===== config.mk =====
export PLATFORM = sky130hd
export DESIGN_NAME = adsb_ppm_encoder_flat
export DESIGN_NICKNAME = d
export VERILOG_FILES = /design/src/rtl/adsb_ppm_encoder_if.sv /design/src/rtl/adsb_ppm_encoder.sv /design/src/flat_wrapper.sv
export SDC_FILE = /design/constraint.sdc
export NUM_CORES = 1
export LEC_CHECK = 0
export CAP_MARGIN = 30
export CORE_ASPECT_RATIO = 0.8
export CORE_UTILIZATION = 40
export DETAILED_ROUTE_END_ITERATION = 7
export PLACE_DENSITY = 0.78
export SYNTH_ARGS = -nofsm -noshare
export SYNTH_HDL_FRONTEND = slang
export SYNTH_SLANG_ARGS = --single-unit
export TNS_END_PERCENT = 30

===== constraint.sdc =====
create_clock -name i_clk -period 4.2 [get_ports i_clk]
set_input_delay 0.84 -clock i_clk [delete_from_list [all_inputs] [get_ports i_clk]]
set_output_delay 0.84 -clock i_clk [all_outputs]
set_load 0.01 [all_outputs]

===== src/rtl/adsb_ppm_encoder_if.sv =====
// rtl/adsb_ppm_encoder_if.sv - frame request and amplitude sample stream bundle for the PPM encoder
interface adsb_ppm_encoder_if #(
  parameter int NUM_BITS = 112
);
  logic                start;
  logic [NUM_BITS-1:0] data_in;
  logic [7:0]          data_out;
  logic                valid_out;
  logic                busy;
  logic                done;

  modport master (
    output start, data_in,
    input  data_out, valid_out, busy, done
  );

  modport slave (
    input  start, data_in,
    output data_out, valid_out, busy, done
  );
endinterface


===== src/rtl/adsb_ppm_encoder.sv =====
// rtl/adsb_ppm_encoder.sv - Mode-S/ADS-B preamble + PPM sample stream generator
module adsb_ppm_encoder #(
  parameter int         SAMPLES_PER_US = 80,
  parameter int         NUM_BITS       = 112,
  parameter logic [7:0] HIGH_LEVEL     = 8'd200,
  parameter logic [7:0] LOW_LEVEL      = 8'd0
) (
  input  logic              i_clk,
  input  logic              i_rst,
  adsb_ppm_encoder_if.slave bus
);

  localparam logic [6:0] US_LAST   = 7'(SAMPLES_PER_US - 1);
  localparam logic [6:0] US_HALF   = 7'(SAMPLES_PER_US / 2);
  localparam logic [6:0] PRE_LAST  = 7'd7;
  localparam logic [6:0] DATA_LAST = 7'(NUM_BITS - 1);

  typedef enum logic [1:0] {
    S_IDLE = 2'd0,
    S_PRE  = 2'd1,
    S_DATA = 2'd2,
    S_DONE = 2'd3
  } state_t;

  state_t              r_state;
  state_t              w_state_nxt;
  logic [6:0]          r_us;
  logic [6:0]          w_us_nxt;
  logic [6:0]          r_sym;
  logic [6:0]          w_sym_nxt;
  logic [NUM_BITS-1:0] r_msg;
  logic [NUM_BITS-1:0] w_msg_nxt;
  logic                w_us_wrap;
  logic                w_high_nxt;

  logic [7:0]          r_data_out;
  logic                r_valid_out;
  logic                r_busy;
  logic                r_done;

  assign w_us_wrap = (r_us == US_LAST);

  // Pulse/no-pulse decision for a given (state, symbol, sample-in-symbol, current bit)
  function automatic logic f_high(input state_t st, input logic [6:0] sym,
                                  input logic [6:0] us, input logic cur_bit);
    logic first_half;
    first_half = (us < US_HALF);
    case (st)
      S_PRE:   f_high = ((sym == 7'd0 || sym == 7'd1) && first_half) ||
                        ((sym == 7'd3 || sym == 7'd4) && !first_half);
      S_DATA:  f_high = cur_bit ? first_half : !first_half;
      default: f_high = 1'b0;
    endcase
    return f_high;
  endfunction

  // State, counters and message shift register
  always_ff @(posedge i_clk or posedge i_rst) begin
    if (i_rst) begin
      r_state <= S_IDLE;
      r_us    <= '0;
      r_sym   <= '0;
      r_msg   <= '0;
    end else begin
      r_state <= w_state_nxt;
      r_us    <= w_us_nxt;
      r_sym   <= w_sym_nxt;
      r_msg   <= w_msg_nxt;
    end
  end

  // Next-state logic: sym clears on every state change, msg shifts as each data bit ends
  always_comb begin
    w_state_nxt = r_state;
    w_us_nxt    = r_us;
    w_sym_nxt   = r_sym;
    w_msg_nxt   = r_msg;
    case (r_state)
      S_IDLE: begin
        w_us_nxt  = '0;
        w_sym_nxt = '0;
        if (bus.start) begin
          w_state_nxt = S_PRE;
          w_msg_nxt   = bus.data_in;
        end
      end
      S_PRE: begin
        if (w_us_wrap) begin
          w_us_nxt = '0;
          if (r_sym == PRE_LAST) begin
            w_state_nxt = S_DATA;
            w_sym_nxt   = '0;
          end else begin
            w_sym_nxt = r_sym + 7'd1;
          end
        end else begin
          w_us_nxt = r_us + 7'd1;
        end
      end
      S_DATA: begin
        if (w_us_wrap) begin
          w_us_nxt  = '0;
          w_msg_nxt = {r_msg[NUM_BITS-2:0], 1'b0};
          if (r_sym == DATA_LAST) begin
            w_state_nxt = S_DONE;
            w_sym_nxt   = '0;
          end else begin
            w_sym_nxt = r_sym + 7'd1;
          end
        end else begin
          w_us_nxt = r_us + 7'd1;
        end
      end
      S_DONE: begin
        w_state_nxt = S_IDLE;
        w_us_nxt    = '0;
        w_sym_nxt   = '0;
      end
      default: begin
        w_state_nxt = S_IDLE;
        w_us_nxt    = '0;
        w_sym_nxt   = '0;
      end
    endcase
  end

  assign w_high_nxt = f_high(w_state_nxt, w_sym_nxt, w_us_nxt, w_msg_nxt[NUM_BITS-1]);

  // Outputs registered from next-state values so sample k lands exactly k+1 cycles after start
  always_ff @(posedge i_clk or posedge i_rst) begin
    if (i_rst) begin
      r_data_out  <= LOW_LEVEL;
      r_valid_out <= 1'b0;
      r_busy      <= 1'b0;
      r_done      <= 1'b0;
    end else begin
      r_data_out  <= w_high_nxt ? HIGH_LEVEL : LOW_LEVEL;
      r_valid_out <= (w_state_nxt == S_PRE) || (w_state_nxt == S_DATA);
      r_busy      <= (w_state_nxt != S_IDLE);
      r_done      <= (w_state_nxt == S_DONE);
    end
  end

  assign bus.data_out  = r_data_out;
  assign bus.valid_out = r_valid_out;
  assign bus.busy      = r_busy;
  assign bus.done      = r_done;

endmodule


===== src/flat_wrapper.sv =====
// flat-port wrapper written by rule: the top's interface ports become plain ports
module adsb_ppm_encoder_flat 
#(
  parameter int         SAMPLES_PER_US = 80,
  parameter int         NUM_BITS       = 112,
  parameter logic [7:0] HIGH_LEVEL     = 8'd200,
  parameter logic [7:0] LOW_LEVEL      = 8'd0
)
  (i_clk, i_rst, bus_start, bus_data_in, bus_data_out, bus_valid_out, bus_busy, bus_done);
  adsb_ppm_encoder_if #(.NUM_BITS(NUM_BITS)) bus_i ();
  input  logic i_clk;
  input  logic i_rst;
  input wire logic [$bits(bus_i.start)-1:0] bus_start;
  input wire logic [$bits(bus_i.data_in)-1:0] bus_data_in;
  output wire logic [$bits(bus_i.data_out)-1:0] bus_data_out;
  output wire logic [$bits(bus_i.valid_out)-1:0] bus_valid_out;
  output wire logic [$bits(bus_i.busy)-1:0] bus_busy;
  output wire logic [$bits(bus_i.done)-1:0] bus_done;
  assign bus_i.start = bus_start;
  assign bus_i.data_in = bus_data_in;
  assign bus_data_out = bus_i.data_out;
  assign bus_valid_out = bus_i.valid_out;
  assign bus_busy = bus_i.busy;
  assign bus_done = bus_i.done;
  adsb_ppm_encoder #(.SAMPLES_PER_US(SAMPLES_PER_US), .NUM_BITS(NUM_BITS), .HIGH_LEVEL(HIGH_LEVEL), .LOW_LEVEL(LOW_LEVEL)) u_core (.i_clk(i_clk), .i_rst(i_rst), .bus(bus_i));
endmodule

==> impl_metrics.py <==
metrics = {
    "status": {
        "run_status": "complete, no violations",
    },
    "detailed_routing": {
        "drt-vias-per-instance": 5.34,
        "finalWirelength_um": 14800,
        "antenna_left": 0,
        "dr_total_vias": 5172,
        "initialDrtViolationCount": 454,
        "drt-pass1-iter-count": 5,
        "drt_drc_violations_left": 0,
        "routedWlPerCell_um": 15.3,
    },
    "worst_setup_path": {
        "crit_path_frequent_cell": "ha_1",
        "path_max_fanout": 5,
        "timing.critical_path.arrival_ps": 3200,
        "critPathKind": "reg -> reg",
        "type_of_origin_of_the_critical_path": "register",
        "cpLargestDelayFamily": "compound AO/OA/AOI/OAI gates",
        "cpPeakStageDelay_ps": 430,
        "crit_path_top_delay_cell": "dfrtp_1",
        "path_buf_inv": 1,
        "critical_path.endpoint_type": "register",
        "crit_path_cell_trace": "ha_1, nand3_1, nor2_1, a21boi_0, o31ai_1, o311a_1, ha_1, inv_1, a211oi_1, a311oi_1, a221oi_2",
        "critical_path_required_ps": 4520,
        "ff2ff_setup_slack_ps": 1320,
    },
    "clock_tree": {
        "cts_setup_buffers": 0,
        "clock_sink_count": 132,
        "cts_tree": "built",
        "cts_root_cell": "clkbuf_16",
        "clk_transition_reported_paths_ps": 60,
        "cts-resized-gates": 0,
        "clk_path_buf_depth": 2,
        "tritoncts.num_buffers": 17,
        "hold_buffer_count_at_cts": 0,
        "worstSkewPairLatency_ps": 420,
        "ctsHtreeMaxLevel": 4,
    },
    "timing": {
        "min_period_ps": 2880,
        "slew_headroom": 0.472,
        "setup_viol": 0,
        "finalClockSkew_ps": 13.2,
        "timing.fmax_mhz": 347,
        "setup-tns-final_ps": 0,
        "layout_worst_path_cycle_share": 0.686,
        "rsz0062_at_grt": "false",
        "timing_hold_violations_final": 0,
        "maxSlewViolCount": 0,
        "worst-slew-pin-transition_ps": 792,
    },
    "finish": {
        "layout.cells.most_common_list": "132 x dfrtp_1, 121 x nor2_1, 120 x clkdlybuf4s50_1",
        "stdcell_count": 968,
        "multi_input_comb_area_um2": 2700,
        "fillerInstances": 1372,
        "regArea_um2": 3300,
        "final_nets": 870,
        "final_common_cell": "dfrtp_1",
        "final_layout_size_suffix_gt1_frac": 0.0818,
        "antenna_cells_inserted": 0,
        "area_delta_synth_final_pct": 30.2,
    },
    "global_route": {
        "grt_overflow_total": 0,
        "groute.usage.overall": 0.190,
        "grt_pass1_wl_um": 24300,
        "grt_pass1_vias": 4869,
        "grt_max_degree": 135,
        "grt_antenna_before_repair": 0,
    },
    "power": {
        "power.ir.vdd_worst_mv": 0.277,
        "finalPower_uw": 2880,
        "leakage_uw": 0.00340,
        "cellPowerDensity_nw_per_um2": 350,
    },
    "placed_design": {
        "place.detailed.instances": 936,
        "routability_driven_placement_congestion_ratio": 0.777,
        "dpl.hpwl_um": 9150,
        "port-buffer-count": 120,
    },
    "synth": {
        "ys_seq_elements": 132,
        "yosys.cell_types.count": 64,
        "mappedNetlistArea_um2": 6310,
        "synth_top_flop_cell": "dfrtp_1",
        "share_of_async_settable_or_async_resettable_flops_after_synthesis": 1.00,
        "synth_area_per_cell_um2": 9.62,
        "yosysSeqAreaShare": 0.523,
        "synthesis.instances": 656,
        "number_of_synthesized_flops_with_an_enable_pin": 0,
        "yosys_warning_total": 0,
    },
    "flow_run": {
        "cap_viol_max_count": 0,
    },
    "floorplanning": {
        "floorplan.die.width_um": 142,
        "design.die.area_um2": 16300,
        "boundaryPins": 126,
        "die_height_um": 114,
        "initial_core_util": 0.415,
        "core_area_um2": 15200,
        "rows": 40,
    },
    "min_path": {
        "hold_path_class": "reg -> reg",
    },
}
per-stage QoR:
stage	area (um2)	setup WS, ps	hold slack, ps	utilization
global route	8220	1120	547	0.540
floorplan	6330	1720	480	-
detailed placement	7600	1350	517	0.500
global placement	7600	1400	507	0.500
finish	8220	1320	527	0.540
CTS	8190	1360	529	0.538
Yosys cell counts (2+ instances only):
cell	count	area [um2]
a31oi_1	2	12.5
a21boi_0	2	15.0
a22o_1	2	17.5
xor2_1	3	26.3
mux2_2	3	33.8
and2_1	3	18.8
a22oi_1	111	833
nor2_1	121	454
nand3_1	8	40.0
o31ai_1	3	22.5
and3_1	4	25.0
nand2_1	10	37.5
a21oi_1	115	576
xnor2_1	3	26.3
o21ai_0	3	15.0
nor2b_1	2	12.5
buf_2	16	80.1
nand2b_1	3	18.8
clkbuf_1	36	135
or2_2	2	12.5
nand4_1	2	12.5
buf_4	8	60.1
inv_1	14	52.6
dfrtp_1	132	3300
ha_1	9	113
sequential cells by signal (all words and copies together) (netlist names):
name                  flops
u_core.r_us               7
u_core.r_sym              7
u_core.r_state            2
u_core.bus.data_out       1
u_core.bus.busy           1
u_core.bus.done           1
u_core.r_msg            112
u_core.bus.valid_out      1
kinds of logic (layout without fill, tap and decap cells):
| family | count (synthesis) | count (layout) | synth area share |
|---|---|---|---|
| flops | 132 | 132 | 0.523 |
| buf+inv | 76 | 174 | 0.0545 |
| other cells | 1 | 5 | 0.000594 |
| simple gates | 170 | 170 | 0.120 |
| fa+ha+maj | 9 | 9 | 0.0178 |
| xor+xnor | 6 | 6 | 0.00832 |
| mux | 3 | 3 | 0.00535 |
| compound gates | 259 | 259 | 0.270 |
tightest hold or removal path, delay by kind of cell (launching register included):
family,cells,cell delay (ps)
flip-flops,1,340
AO/OA/AOI/OAI,1,100
AND/OR/NAND/NOR,1,50
power breakdown:
group | switching, uW | internal (uW) | total (uW)
sequential | 0 | 1270 | 1270
combinational | 46.1 | 95.7 | 142
clock | 535 | 928 | 1460
layout make-up:
cell class / instances / area share
flip-flops and latches: 132 / 0.402
inverters: 14 / 0.00685
multi-input cells: 452 / 0.328
well taps: 210 / 0.0320
clock buffers: 22 / 0.0589
repair buffers: 129 / 0.160
clock inverters: 9 / 0.0125
layer usage:
| metal | vias up | wire length, um | part of all wire | track usage |
|---|---|---|---|---|
| li1 | 2542 | - | - | - |
| met1 | 2469 | 7250 | 0.49 | 0.277 |
| met2 | 147 | 6330 | 0.43 | 0.263 |
| met3 | 14 | 1010 | 0.068 | 0.0611 |
| met4 | 0 | 181 | 0.012 | 0.0616 |
| met5 | - | 0 | 0 | 0 |
worst paths after layout:
kind | depth (start not counted) | from | to
max reg2reg | 11 | u_core.r_us[0]$_DFF_PP0_ | u_core.bus.data_out[6]$_DFF_PP0_
min in group asynchronous | 3 | i_rst | u_core.r_msg[44]$_DFFE_PP0P_
min | 2 | u_core.r_msg[24]$_DFFE_PP0P_ | u_core.r_msg[24]$_DFFE_PP0P_
max | 11 | u_core.r_us[0]$_DFF_PP0_ | u_core.bus.data_out[6]$_DFF_PP0_
min reg2reg | 2 | u_core.r_msg[24]$_DFFE_PP0P_ | u_core.r_msg[24]$_DFFE_PP0P_
max in group asynchronous | 3 | i_rst | u_core.r_msg[35]$_DFFE_PP0P_
(Power assumes the default switching activity.)
